--- config.mk ---
export PLATFORM = sky130hd
export DESIGN_NAME = dcsk_correlator
export DESIGN_NICKNAME = d
export VERILOG_FILES = /design/src/rtl/dcsk_correlator_pkg.sv /design/src/rtl/dcsk_correlator_sat_add.sv /design/src/rtl/dcsk_correlator.sv
export SDC_FILE = /design/constraint.sdc
export NUM_CORES = 1
export LEC_CHECK = 0
export CORE_MARGIN = 1.5
export CORE_UTILIZATION = 64
export DETAILED_ROUTE_END_ITERATION = 6
export DONT_BUFFER_PORTS = 1
export MAX_ROUTING_LAYER = met4
export PLACE_DENSITY = 0.85
export SYNTH_ARGS = -nofsm -noshare
export SYNTH_HDL_FRONTEND = slang
export SYNTH_SLANG_ARGS = --single-unit
export TNS_END_PERCENT = 50
--- constraint.sdc ---
create_clock -name i_clk -period 3.2 [get_ports i_clk]
set_clock_uncertainty 0.15 [all_clocks]
set_input_delay 0.64 -clock i_clk [delete_from_list [all_inputs] [get_ports i_clk]]
set_output_delay 0.64 -clock i_clk [all_outputs]
set_load 0.005 [all_outputs]
--- src/rtl/dcsk_correlator_pkg.sv ---
// Shared definitions for the DCSK correlator: FSM state type and the default
// operand / spreading constants also used by booth_mul.
package dcsk_pkg;

   localparam int WORD_LEN_DEF      = 8;
   localparam int SPREAD_FACTOR_DEF = 16;

   typedef enum logic [1:0] {
      IDLE,
      ACCUM,
      DONE
   } state_t;

endpackage

--- src/rtl/dcsk_correlator_sat_add.sv ---
// Signed W-bit adder for the correlator accumulator.
// With DCSK_CORR_SAT_EN defined it clamps to the signed range and flags overflow.
module dcsk_sat_add #(
   parameter int W = 18
) (
   input  logic signed [W-1:0] a,
   input  logic signed [W-1:0] b,
`ifdef DCSK_CORR_SAT_EN
   output logic                ovf,
`endif
   output logic signed [W-1:0] sum
);

`ifdef DCSK_CORR_SAT_EN
   logic signed [W:0] full;

   assign full = {a[W-1], a} + {b[W-1], b};
   // The two top bits disagree exactly when the W-bit result would wrap.
   assign ovf  = full[W] ^ full[W-1];
   assign sum  = ovf ? (full[W] ? {1'b1, {(W-1){1'b0}}} : {1'b0, {(W-1){1'b1}}})
                     : full[W-1:0];
`else
   assign sum = a + b;
`endif

endmodule

--- src/rtl/dcsk_correlator.sv ---
// DCSK symbol correlator: accumulates SPREAD_FACTOR chip products per symbol
// and emits the sum and its sign as the demodulated bit. Saturating mode: DCSK_CORR_SAT_EN.
module dcsk_correlator
   import dcsk_pkg::*;
#(
   parameter int WORD_LEN      = WORD_LEN_DEF,
   parameter int SPREAD_FACTOR = SPREAD_FACTOR_DEF,
   parameter int ACC_W         = 2*WORD_LEN + $clog2(SPREAD_FACTOR)
) (
   input  logic                      i_clk,
   input  logic                      i_arst_n,
   input  logic signed [2*WORD_LEN-1:0] i_product,
   input  logic                      i_valid,
   output logic                      o_ready,
   input  logic                      i_clear,
   output logic signed [ACC_W-1:0]   o_sum,
   output logic                      o_bit,
   output logic                      o_valid,
   input  logic                      i_ready,
   output logic                      o_sat
);

   localparam int CNT_W = $clog2(SPREAD_FACTOR) + 1;

   state_t                   state, state_nx;
   logic signed [ACC_W-1:0]  acc;
   logic signed [ACC_W-1:0]  prod_ext;
   logic signed [ACC_W-1:0]  base;
   logic signed [ACC_W-1:0]  add_sum;
   logic [CNT_W-1:0]         count;
   logic                     bit_q;
   logic                     accept;
   logic                     last;
   logic                     consume;

   assign prod_ext = ACC_W'(i_product);
   // The first chip of a symbol starts from zero rather than the stale accumulator.
   assign base     = (state == ACCUM) ? acc : '0;

`ifdef DCSK_CORR_SAT_EN
   logic ovf;
   logic sat;

   dcsk_sat_add #(.W(ACC_W)) u_add (
      .a   (base),
      .b   (prod_ext),
      .ovf (ovf),
      .sum (add_sum)
   );

   assign o_sat = sat;
`else
   dcsk_sat_add #(.W(ACC_W)) u_add (
      .a   (base),
      .b   (prod_ext),
      .sum (add_sum)
   );

   assign o_sat = 1'b0;
`endif

   always_comb begin
      state_nx = state;
      accept   = 1'b0;
      last     = 1'b0;
      consume  = 1'b0;
      case (state)
         IDLE: begin
            if (i_valid) begin
               accept   = 1'b1;
               state_nx = ACCUM;
            end
         end
         ACCUM: begin
            if (i_valid) begin
               accept = 1'b1;
               if (count == CNT_W'(SPREAD_FACTOR - 1)) begin
                  last     = 1'b1;
                  state_nx = DONE;
               end
            end
         end
         DONE: begin
            if (i_ready) begin
               consume  = 1'b1;
               state_nx = IDLE;
            end
         end
         default: state_nx = IDLE;
      endcase
      if (i_clear) begin
         accept   = 1'b0;
         last     = 1'b0;
         state_nx = IDLE;
      end
   end

   always_ff @(posedge i_clk or negedge i_arst_n) begin
      if (!i_arst_n) begin
         state <= IDLE;
         acc   <= '0;
         count <= '0;
         bit_q <= 1'b0;
`ifdef DCSK_CORR_SAT_EN
         sat   <= 1'b0;
`endif
      end else begin
         state <= state_nx;
         if (i_clear || consume) begin
            acc   <= '0;
            count <= '0;
            bit_q <= 1'b0;
`ifdef DCSK_CORR_SAT_EN
            sat   <= 1'b0;
`endif
         end else if (accept) begin
            acc   <= add_sum;
            count <= (state == ACCUM) ? count + CNT_W'(1) : CNT_W'(1);
            if (last) bit_q <= ~add_sum[ACC_W-1];
`ifdef DCSK_CORR_SAT_EN
            sat   <= ((state == ACCUM) && sat) || ovf;
`endif
         end
      end
   end

   assign o_ready = (state != DONE);
   assign o_valid = (state == DONE);
   assign o_sum   = acc;
   assign o_bit   = bit_q;

endmodule

==> impl_metrics.csv <==
group,metric,value,unit
cts,clockRootBuffer,"clkbuf_4",
route,dr.pass1.iters,4,
cts,clk_latency,0.34,ns
floorplan,fp.dieW,63.4,um
floorplan,rows,21,
synthesis,synth_top_area_share,30.0,%
timing,tns,0,ns
hold_path,hp-class,"in -> reg",
floorplan,floorplan.initialDensity,68.5,%
synthesis,yosys-top-cells-area,"dfrtp_1, ha_1, and2_1",
timing,setup_ws,0.270,ns
cts,cts.path.max_buffers,2,
floorplan,core-area,3420,um2
placed_design,dp_hpwl,4090,um
power,peakVddDrop,0.212,mV
worst_setup_path,critPathCaptureType,"flip-flop",
synthesis,synth_cells,270,
synthesis,avgSynthCellArea,8.66,um2
cts,cts_resized,0,
route,postRouteAntennaNets,0,
floorplan,dieArea,4030,um2
worst_setup_path,cp_max_fo,12,
timing,period_needed,2.93,ns
timing,rsz0062_at_grt,"false",
synthesis,synth-seq-area-share,30.0,%
run_status,status,"finished, final reports clean",
synthesis,synth_area,2340,um2
worst_setup_path,critPathMaxStageDelay,0.45,ns
cells_and_area,antenna_cells_inserted,0,
power,power.density,343,nW/um2
cts,cts_setup_buffers,0,
worst_setup_path,critPathRequiredTime,3.30,ns
route,vias,2044,
placed_design,place_ws,0.294,ns
synthesis,synth.largest_area_cell,"dfrtp_1",
power,p_leak,1.16,nW
floorplan,io_pins,45,
cts,cts.clk_slew.worst_paths,0.17,ns
synthesis,ys.flop_type,"dfrtp_1",
synthesis,synthArstFlopShare,100,%
route,drt_iter0_drc,99,
global_route,grt_pass1_wl,9430,um
timing,slew_violations,0,
cts,htreeDepth,1,
cts,clkSinkCount,28,
worst_setup_path,startpoint_type,"flip-flop",
placed_design,finalWeightedCongestion,0.957,
cells_and_area,area_growth,5.67,%
cts,cts_hold_buffers,2,
timing,whs,0.178,ns
worst_setup_path,crit_type,"reg -> reg",
cts,cts_tree,"done",
route,viasPerCell,6.47,
global_route,grt_start_max_net_pins,30,
timing,finalHoldViolations,0,
timing,setup_viol,0,
route,wire_per_inst,17.4,um
global_route,grt_pass1_vias,2041,
timing,fmax,0.341,GHz
job,max-cap-violations,0,
global_route,grt_overflow_total,0,
synthesis,yosysWarnings,0,
route,routed_wl,5490,um
cells_and_area,final_util,72.3,%
worst_setup_path,crit_arrival,3.03,ns
worst_setup_path,worst-path-buf-inv,1,
synthesis,synth_nets,313,
global_route,antenna_found_initial,0,
worst_setup_path,slowest_stage,"dfrtp_1",
synthesis,ys_ff_latch,28,
cts,cts_inserted_buffers,3,
cells_and_area,nNetsFinal,314,
placed_design,numPortBuffers,0,
synthesis,synth_enable_flop_cells,0,
worst_setup_path,crit_chain,"nor2b_1 > buf_4 > and2_1 > fa_1 > a21o_1 > a221oi_4 > o21ai_4 > a211oi_2 > mux2i_1 > nand2_1",
synthesis,synth_cell_type_count,56,
route,drc,0,
cells_and_area,final_layout_size_suffix_gt1_share,8.89,%
worst_setup_path,crit_family,"compound AO/OA/AOI/OAI gates",
timing,period_share,91.6,%
global_route,track_usage,30.1,%
floorplan,fp.dieH,63.4,um
power breakdown:
part           switching [W]  internal, W  leakage, nW
registers          0.0000232     0.000377        0.374
logic               0.000117    0.0000817        0.754
clock network       0.000123     0.000126       0.0279
total               0.000263     0.000585         1.16
path summary, 6_finish.rpt:
path                                       from               endpoint  slack (ns)  cells past startpoint
min reg2reg                count[4]$_DFFE_PN0P_   count[4]$_DFFE_PN0P_        0.37                      2
min                                     i_clear      o_bit$_DFFE_PN0P_        0.18                      1
max                        state[0]$_DFFE_PN0P_  o_sum[16]$_DFFE_PN0P_        0.27                     10
max in group asynchronous              i_arst_n   count[3]$_DFFE_PN0P_        2.17                      2
max reg2reg                state[0]$_DFFE_PN0P_  o_sum[16]$_DFFE_PN0P_        0.27                     10
min in group asynchronous              i_arst_n   o_sum[6]$_DFFE_PN0P_        0.57                      2
area by class of cell:
type	instances	area (um2)
multi-input cells	224	1570
fillers	268	945
flip-flops and latches	28	701
repair buffers	7	67.6
well taps	46	57.6
clock inverters	1	30.0
inverters	7	26.3
clock buffers	3	22.5
synthesized netlist by cell type (2+ instances only):
cell type  number
o2111ai_1       2
o22a_1          2
a22oi_1         3
and2_1         20
nand3_1         5
nand4_1         2
o21bai_1        2
a31oi_1         2
o21ai_0        23
buf_2           4
nand3b_1        3
clkbuf_1        5
o31ai_1         2
a211oi_2        2
a21oi_1        16
nor2_1         10
and3_1          8
a22o_1          2
dfrtp_1        28
inv_1           7
a21o_1          8
nor2b_1         2
xnor2_1         7
nand2_1        31
ha_1           21
xor2_1          7
nor3_1          8
mux2i_1         4
o22ai_1         2
a21oi_2         2
nand2b_1        4
o21a_1          2
flip-flops by register name (all words and copies together) (netlist names):
| register | flops |
|---|---|
| state | 2 |
| count | 5 |
| o_sum | 20 |
| o_bit | 1 |
stage by stage:
stage               power [W]  cells  cell area [um2]
floorplan            0.000550    270             2340
global placement     0.000586    310             2390
detailed placement   0.000593    310             2390
CTS                  0.000847    316             2470
global route         0.000890    316             2470
finish               0.000849    316             2470
kinds of logic (layout without fill, tap and decap cells):
group	after synthesis	in the layout	synth area share (%)
AO/OA/AOI/OAI	83	83	25.3
XOR/XNOR	14	14	5.24
multiplexers	4	4	1.71
buffers and inverters	18	18	3.32
AND/OR/NAND/NOR	100	100	22.3
other	1	1	0.160
flip-flops	28	28	30.0
adder cells (fa/ha/maj)	22	22	12.1
layer usage:
metal / share of wire [%] / GRT usage [%] / wire (um) / vias to the layer above
li1: - / - / - / 979
met1: 45 / 37.9 / 2440 / 988
met2: 48 / 50.4 / 2660 / 69
met3: 5.7 / 3.57 / 314 / 8
met4: 1.3 / 10.1 / 74 / 0
met5: 0 / - / 0 / -
placed cells by master (no fill, tap or decap), types with 3 or more instances in the layout:
cell type,netlist,routed
xnor2_1,7,7
dfrtp_1,28,28
nand3_1,5,5
o21ai_0,23,23
nand2b_1,4,4
a21oi_1,16,16
nand3b_1,3,3
mux2i_1,4,4
nor2_1,10,10
inv_1,7,7
buf_4,1,5
xor2_1,7,7
a22oi_1,3,3
and2_1,20,20
nand2_1,31,31
a21o_1,8,8
clkbuf_4,0,3
ha_1,21,21
nor3_1,8,8
and3_1,8,8
No activity file was read; power rests on OpenSTA's default activity.
